==> src/rtl/instr_seq_ctrl_pkg.sv <==
// Shared types and constants for the instruction sequencer controller.
// The optional single-step feature is enabled by defining INSTR_SEQ_STEP_EN.
package instr_seq_ctrl_pkg;

   // Controller states, binary encoded
   typedef enum logic [2:0] {
      ST_IDLE  = 3'd0,
      ST_FETCH = 3'd1,
      ST_ISSUE = 3'd2,
      ST_EXEC  = 3'd3,
      ST_HALT  = 3'd4,
      ST_ERROR = 3'd5
   } seq_state_t;

   // ROM read latency covered by the FETCH state (cycles)
   localparam int FETCH_LAT = 1;

   // Width of the completed-instruction counter
   localparam int COUNT_W = 16;

   // True for the states in which an instruction is in flight
   function automatic logic is_active(input seq_state_t s);
      return (s == ST_FETCH) || (s == ST_ISSUE) || (s == ST_EXEC);
   endfunction

endpackage

==> src/rtl/instr_seq_ctrl_watchdog.sv <==
// EXEC-phase watchdog: counts cycles spent in EXEC and flags expiry when the
// TIMEOUT-th EXEC cycle is reached without the instruction completing.
module seq_watchdog #(
   parameter int TIMEOUT = 64
) (
   input  logic Clock,
   input  logic Reset,
   input  logic clear,
   input  logic enable,
   output logic expired
);

   localparam int               CNT_W = $clog2(TIMEOUT + 1);
   localparam logic [CNT_W-1:0] LIMIT = CNT_W'(TIMEOUT - 1);

   logic [CNT_W-1:0] count_r;

   // Cycle counter: cleared before EXEC entry, saturates at the limit
   always_ff @(posedge Clock or posedge Reset) begin
      if (Reset) begin
         count_r <= {CNT_W{1'b0}};
      end else if (clear) begin
         count_r <= {CNT_W{1'b0}};
      end else if (enable && (count_r != LIMIT)) begin
         count_r <= count_r + CNT_W'(1);
      end else begin
         count_r <= count_r;
      end
   end

   // Expiry is only meaningful while the controller sits in EXEC
   assign expired = enable && (count_r == LIMIT);

endmodule

==> src/rtl/instr_seq_ctrl.sv <==
// Instruction sequencer controller: walks a synchronous instruction ROM,
// strobes the processor, counts completed instructions and halts or traps.
// Optional single-step input Step is present when INSTR_SEQ_STEP_EN is defined.
module instr_seq_ctrl
   import instr_seq_ctrl_pkg::*;
#(
   parameter int ADDR_W  = 5,
   parameter int TIMEOUT = 64,
   parameter int WRAP    = 1
) (
   input  logic               Clock,
   input  logic               Reset,
`ifdef INSTR_SEQ_STEP_EN
   input  logic               Step,
`endif
   input  logic               Start,
   input  logic               Stop,
   input  logic               Done,
   input  logic               Incr,
   output logic [ADDR_W-1:0]  Addr,
   output logic               Run,
   output logic               Busy,
   output logic               Halted,
   output logic               Error,
   output logic [COUNT_W-1:0] InstrCount
);

   localparam logic WRAP_EN = (WRAP != 0);

   seq_state_t state_r;
   logic       stop_r;
   logic       step_s;
   logic       wd_clear_s;
   logic       wd_enable_s;
   logic       wd_expired_s;
   logic       last_addr_s;
   logic       halt_s;

`ifdef INSTR_SEQ_STEP_EN
   assign step_s = Step;
`else
   assign step_s = 1'b0;
`endif

   // Watchdog restarts while issuing so it reads zero on the first EXEC cycle
   assign wd_clear_s  = (state_r == ST_ISSUE);
   assign wd_enable_s = (state_r == ST_EXEC);

   // A Stop arriving together with Done still counts for this boundary
   assign last_addr_s = (Addr == {ADDR_W{1'b1}});
   assign halt_s      = stop_r | Stop | step_s | (~WRAP_EN & last_addr_s);

   seq_watchdog #(
      .TIMEOUT (TIMEOUT)
   ) u_watchdog (
      .Clock   (Clock),
      .Reset   (Reset),
      .clear   (wd_clear_s),
      .enable  (wd_enable_s),
      .expired (wd_expired_s)
   );

   // Sequencer FSM with registered status outputs and stop latch
   always_ff @(posedge Clock or posedge Reset) begin
      if (Reset) begin
         state_r    <= ST_IDLE;
         Addr       <= {ADDR_W{1'b0}};
         InstrCount <= {COUNT_W{1'b0}};
         stop_r     <= 1'b0;
         Run        <= 1'b0;
         Busy       <= 1'b0;
         Halted     <= 1'b0;
         Error      <= 1'b0;
      end else begin
         // Stop is only remembered while an instruction is in flight
         stop_r <= stop_r | (Stop & is_active(state_r));
         Run    <= 1'b0;
         case (state_r)
            ST_IDLE: begin
               if (Start) begin
                  state_r <= ST_FETCH;
                  Busy    <= 1'b1;
               end
            end
            ST_FETCH: begin
               state_r <= ST_ISSUE;
               Run     <= 1'b1;
            end
            ST_ISSUE: begin
               state_r <= ST_EXEC;
            end
            ST_EXEC: begin
               if (Done) begin
                  Addr       <= Addr + ADDR_W'(1);
                  InstrCount <= InstrCount + COUNT_W'(1);
                  if (halt_s) begin
                     state_r <= ST_HALT;
                     Busy    <= 1'b0;
                     Halted  <= 1'b1;
                     stop_r  <= 1'b0;
                  end else begin
                     state_r <= ST_FETCH;
                  end
               end else if (wd_expired_s) begin
                  state_r <= ST_ERROR;
                  Busy    <= 1'b0;
                  Error   <= 1'b1;
               end else if (Incr) begin
                  Addr <= Addr + ADDR_W'(1);
               end
            end
            ST_HALT: begin
               if (Start) begin
                  state_r <= ST_FETCH;
                  Busy    <= 1'b1;
                  Halted  <= 1'b0;
                  stop_r  <= 1'b0;
               end
            end
            ST_ERROR: begin
               state_r <= ST_ERROR;
            end
            default: begin
               state_r <= ST_ERROR;
               Busy    <= 1'b0;
               Halted  <= 1'b0;
               Error   <= 1'b1;
            end
         endcase
      end
   end

endmodule

==> config.mk <==
export PLATFORM = sky130hd
export DESIGN_NAME = instr_seq_ctrl
export DESIGN_NICKNAME = d
export VERILOG_FILES = /design/src/rtl/instr_seq_ctrl_pkg.sv /design/src/rtl/instr_seq_ctrl_watchdog.sv /design/src/rtl/instr_seq_ctrl.sv
export SDC_FILE = /design/constraint.sdc
export NUM_CORES = 1
export LEC_CHECK = 0
export BUFFER_PORTS_ARGS = -buffer_cell sky130_fd_sc_hd__buf_4
export CAP_MARGIN = 25
export CORE_MARGIN = 1
export CORE_UTILIZATION = 50
export DETAILED_ROUTE_END_ITERATION = 12
export PLACE_DENSITY = 0.81
export SYNTH_ARGS = -nofsm -noshare
export SYNTH_HDL_FRONTEND = slang
export SYNTH_SLANG_ARGS = --single-unit
==> constraint.sdc <==
create_clock -name Clock -period 4.5 [get_ports Clock]
set_input_delay 0.9 -clock Clock [delete_from_list [all_inputs] [get_ports Clock]]
set_output_delay 0.9 -clock Clock [all_outputs]
set_load 0.01 [all_outputs]
== Word level (Yosys, flattened, before mapping) ==
Cells that the tools add are included.
Word-level totals
  register bits after elaboration: 36
  output and inout bits: 25
  input port bits: 6
  word-level logic and storage cells: 78
Cells by class
  equal/unequal tests: 16
  bitwise operators: 6
  $add $sub $neg: 3
  mux-type cells: 27
  reduce and logical (&&, ||, !) cells: 17
Operators with widths (count)
  adder 16 x 1 -> 16 bit, second input constant: 1
  2-to-1 mux 5 bit: 3
  2-to-1 mux 7 bit: 2
  2-to-1 mux 1 bit: 13
  2-to-1 mux 3 bit: 4
  inequality test 2 bit, second input constant: 6
  one-hot mux 3 bit (4 select lines): 1
  AND reduction 4 bit: 2
  adder 7 x 1 -> 7 bit, second input constant: 1
  equality test 7 x 6 -> 1 bit, second input constant: 1
  inequality test 7 x 6 -> 1 bit, second input constant: 1
  equality test 3 x 2 -> 1 bit, second input constant: 2
  equality test 3 bit, second input constant: 2
  inequality test 3 bit, second input constant: 2
  one-hot mux 1 bit (3 select lines): 2
  AND reduction 3 bit: 2
  adder 5 x 1 -> 5 bit, second input constant: 1
  OR reduction 5 bit: 1
  one-hot mux 1 bit (2 select lines): 2
  AND reduction 2 bit: 2
  nonzero test 2 bit: 2
  OR reduction 4 bit: 1
  equality test 3 x 1 -> 1 bit, second input constant: 1
  logical NOT 3 bit: 1
  8 further kinds: 13

== Depth between registers and ports, before layout ==
  depth after elaboration: 8
  mapped depth: 6
  mapped depth without buffers: 5

== By module ==
A second synthesis with hierarchy kept.
Second synthesis, totals
  cells, all modules: 163
  area, all modules: 1721.7 sq um
By module, submodules not included
  instr_seq_ctrl: sequential area each 725.7 sq um, area each 1360.1 sq um, cells each 128, instances 1
  seq_watchdog: sequential area each 175.2 sq um, area each 361.6 sq um, cells each 35, instances 1

== Worst setup path before layout ==
OpenSTA, ideal clock, no wires.
  path kind: input -> register
  from: input Done
  to: register Addr[1]
  required time: 4.375 ns
  cell stages on the path: 4
  buffers on the path: 0
  slack: 2.580 ns
  data arrival time: 1.795 ns
  setup time: 0.125 ns
  cell sequence: nor4bb_1 nand2_1 nand2_1 mux2_2
On the way
  word-level cells in the longest chain between the ends: 2
  elaborated cells on any way between the ends: 4
  classes of those cells: eq/ne: 1; mux: 1; reduce/logical: 2
Ends and longest elaborated chain
  start: declaration: RTL line instr_seq_ctrl.sv:18  | input logic Done,
  inequality test 2 bit (no source line) or nonzero test 2 bit (tied branches)
  AND reduction 3 bit (no source line)
  end signal: assignment: RTL line instr_seq_ctrl.sv:67  | Addr <= {ADDR_W{1'b0}};
  end signal: assignment: RTL line instr_seq_ctrl.sv:94  | Addr <= Addr + ADDR_W'(1);
  end signal: assignment: RTL line instr_seq_ctrl.sv:109  | Addr <= Addr + ADDR_W'(1);
  end: declaration: RTL line instr_seq_ctrl.sv:20  | output logic [ADDR_W-1:0] Addr,
Several ways; a longest one is shown, not always the timed one.
A chain may end at the register's enable or synchronous reset.

== Worst setup path in the final report ==
  from: register InstrCount[2]
  to: output InstrCount[2]
RTL lines
  start: declaration: RTL line instr_seq_ctrl.sv:25  | output logic [COUNT_W-1:0] InstrCount
  start signal: assignment: RTL line instr_seq_ctrl.sv:68  | InstrCount <= {COUNT_W{1'b0}};
  start signal: assignment: RTL line instr_seq_ctrl.sv:95  | InstrCount <= InstrCount + COUNT_W'(1);
No word-level cell between the ends.

==> results.sh <==
export IMPL_status="complete, no violations"
export IMPL_crit_buf_inv=1
export IMPL_cts_buffers=5
export IMPL_critPathSlowestCell="dfrtp_1"
export IMPL_cts_buffer_depth=2
export IMPL_row_count=20
export IMPL_finalMaxSlewViolations=0
export IMPL_ant_nets=0
export IMPL_worst_path_largest_cell_delay_ns=0.52
export IMPL_viasPerCell=5.68
export IMPL_path_class="register to output port"
export IMPL_clock_skew_ns=0.00581
export IMPL_antenna_found_initial=0
export IMPL_cts_resized=0
export IMPL_vias=1351
export IMPL_drtIter0Drc=61
export IMPL_cp_top_family="flip-flops"
export IMPL_grt_pass1_wl_mm=5.64
export IMPL_gp_congestion=0.931
export IMPL_cp_arrival_ns=1.03
export IMPL_port_buffers=30
export IMPL_cts_root_buf="clkbuf_4"
export IMPL_grt_met2_usage=0.345
export IMPL_met3_usage=0.0533
export IMPL_drc=0
export IMPL_wl_mm=3.35
export IMPL_io_pins=31
export IMPL_yosysWarnings=0
export IMPL_drive_above_1_share=0.211
export IMPL_cts_sink_count=36
export IMPL_clk_pin_slew_ns=0.10
export IMPL_ys_types=39
export IMPL_fin_crit_sh=0.429
export IMPL_synthTopCellsByArea="dfrtp_1, xnor2_1, nand3_1"
export IMPL_synthCells=161
export IMPL_crit_chain="buf_4"
export IMPL_ys_seq_area_frac=0.528
export IMPL_diodes=0
export IMPL_max_cap_violations=0
export IMPL_rsz0062_at_grt="false"
export IMPL_core_area_um2=3150
export IMPL_syn_avg_cell_area_um2=10.6
export IMPL_top_usage_layer="met2"
export IMPL_drt_pass1_iterations=4
export IMPL_start_util=0.541
export IMPL_syn_area_um2=1710
export IMPL_die_width_um=60.4
export IMPL_final_core_util=0.641
export IMPL_dpl_cell_area_um2=1960
export IMPL_worstSkewPairLatency_ns=0.33
export IMPL_worst_pin_slew_ns=0.547
export IMPL_ir_drop_v=0.000435
export IMPL_synth_common_cells="dfrtp_1, xnor2_1, nand2_1, nand3_1, a21oi_1"
export IMPL_tns_ns=0
export IMPL_p_per_area_nw_per_um2=514
export IMPL_hp_class="register to register"
export IMPL_startpoint_type="register"
export IMPL_htreeDepth=2
export IMPL_cts_setup_buffers=0
export IMPL_wire_per_inst_um=14.1
export IMPL_setup_viol=0
export IMPL_end_kind="output port"
export IMPL_track_usage=0.211
export IMPL_design_area_um2=2020
export IMPL_synth_ff_latch_count=36
export IMPL_power_leakage_nw=0.935
export IMPL_critPathMaxFanout=9
export IMPL_max_slew_margin=0.633
export IMPL_async_flop_share=1.00
export IMPL_syn_to_final_growth_pct=18.5
export IMPL_fin_hold_ws_ns=0.476
export IMPL_grt_max_degree=37
export IMPL_use_met1=0.263
export IMPL_hpwl_mm=2.34
export IMPL_cts_tree="done"
export IMPL_place_ws_ns=2.32
export IMPL_synth_most_common_cell="dfrtp_1"
export IMPL_synth_flop_cell="dfrtp_1"
export IMPL_layout_nets=202
export IMPL_yosysTopAreaCell="dfrtp_1"
export IMPL_finalHoldViolations=0
export IMPL_worstPathRequired_ns=3.60
export IMPL_die_h_um=60.4
export IMPL_die_area_um2=3650
export IMPL_gr_total_overflow=0
export IMPL_synth_nets=170
export IMPL_synth_top_area_share=0.528
export IMPL_synth_edf_count=0
export IMPL_timing_fmax_mhz=518
export IMPL_fin_ws_ns=2.57
export IMPL_first_global_vias=1284
export IMPL_period_needed_ns=1.93
export IMPL_holdBufCountCts=0
-- state kept, by name, summed over array words and instances (netlist names) --
signal              cells
u_watchdog.count_r      7
Addr                    5
state_r                 3
Busy                    1
Halted                  1
InstrCount             16
Run                     1
Error                   1
stop_r                  1
-- final timing paths --
| kind | startpoint | endpoint | slack (ns) | cells past startpoint |
|---|---|---|---|---|
| hold / removal | Addr[4]$_DFFE_PP0P_ | Addr[4]$_DFFE_PP0P_ | 0.48 | 1 |
| hold reg to reg | Addr[4]$_DFFE_PP0P_ | Addr[4]$_DFFE_PP0P_ | 0.48 | 1 |
| setup / recovery | InstrCount[2]$_DFFE_PP0P_ | InstrCount[2] | 2.57 | 1 |
| min in group asynchronous | Reset | InstrCount[5]$_DFFE_PP0P_ | 0.65 | 3 |
| setup reg to reg | state_r[0]$_DFFE_PP0P_ | InstrCount[13]$_DFFE_PP0P_ | 2.60 | 4 |
| max in group asynchronous | Reset | state_r[2]$_DFFE_PP0P_ | 3.53 | 3 |
-- cell families (layout without fill, tap and decap cells) --
logic type / after synthesis / in the layout / synth area share
XOR/XNOR: 19 / 19 / 0.0976
AO/OA/AOI/OAI: 30 / 30 / 0.112
buffers and inverters: 10 / 43 / 0.0271
multiplexers: 3 / 3 / 0.0191
flip-flops: 36 / 36 / 0.528
AND/OR/NAND/NOR: 60 / 60 / 0.194
adder cells (fa/ha/maj): 3 / 3 / 0.0220
-- cell usage in the layout, fill, tap and decap left out, types with 4 or more instances in the layout --
cell type   n
o21ai_0     5
nand3_1    11
dfrtp_1    36
nand2_1    12
xnor2_1    16
clkbuf_4    5
nor3_1      5
nand4_1     8
a21oi_1    10
buf_4      31
inv_1       4
and3_1      7
nor2_1      6
-- power breakdown --
part	internal (mW)	switching [mW]
clock network	0.0771	0.0993
logic	0.180	0.155
registers	0.404	0.124
total	0.661	0.378
-- final cells by class --
class | instances | area (um2)
multi-input combinational | 115 | 758
sequential | 36 | 901
fill | 268 | 1130
inverter | 4 | 15.0
clock buffer | 8 | 58.8
timing repair buffer | 31 | 233
tap | 44 | 55.1
-- per-stage QoR --
| stage | power, mW | std cells |
|---|---|---|
| 3_5_place_dp | 0.866 | 230 |
| 6_report | 1.04 | 238 |
| 4_1_cts | 1.04 | 238 |
| 2_1_floorplan | 0.734 | 161 |
| 3_3_place_gp | 0.842 | 230 |
| 5_1_grt | 1.12 | 238 |
-- routing by layer --
metal / vias up / part of all wire
li1: 646 / -
met1: 643 / 0.44
met2: 54 / 0.48
met3: 8 / 0.058
met4: 0 / 0.014
met5: - / 0
No activity file was read; power rests on OpenSTA's default activity.
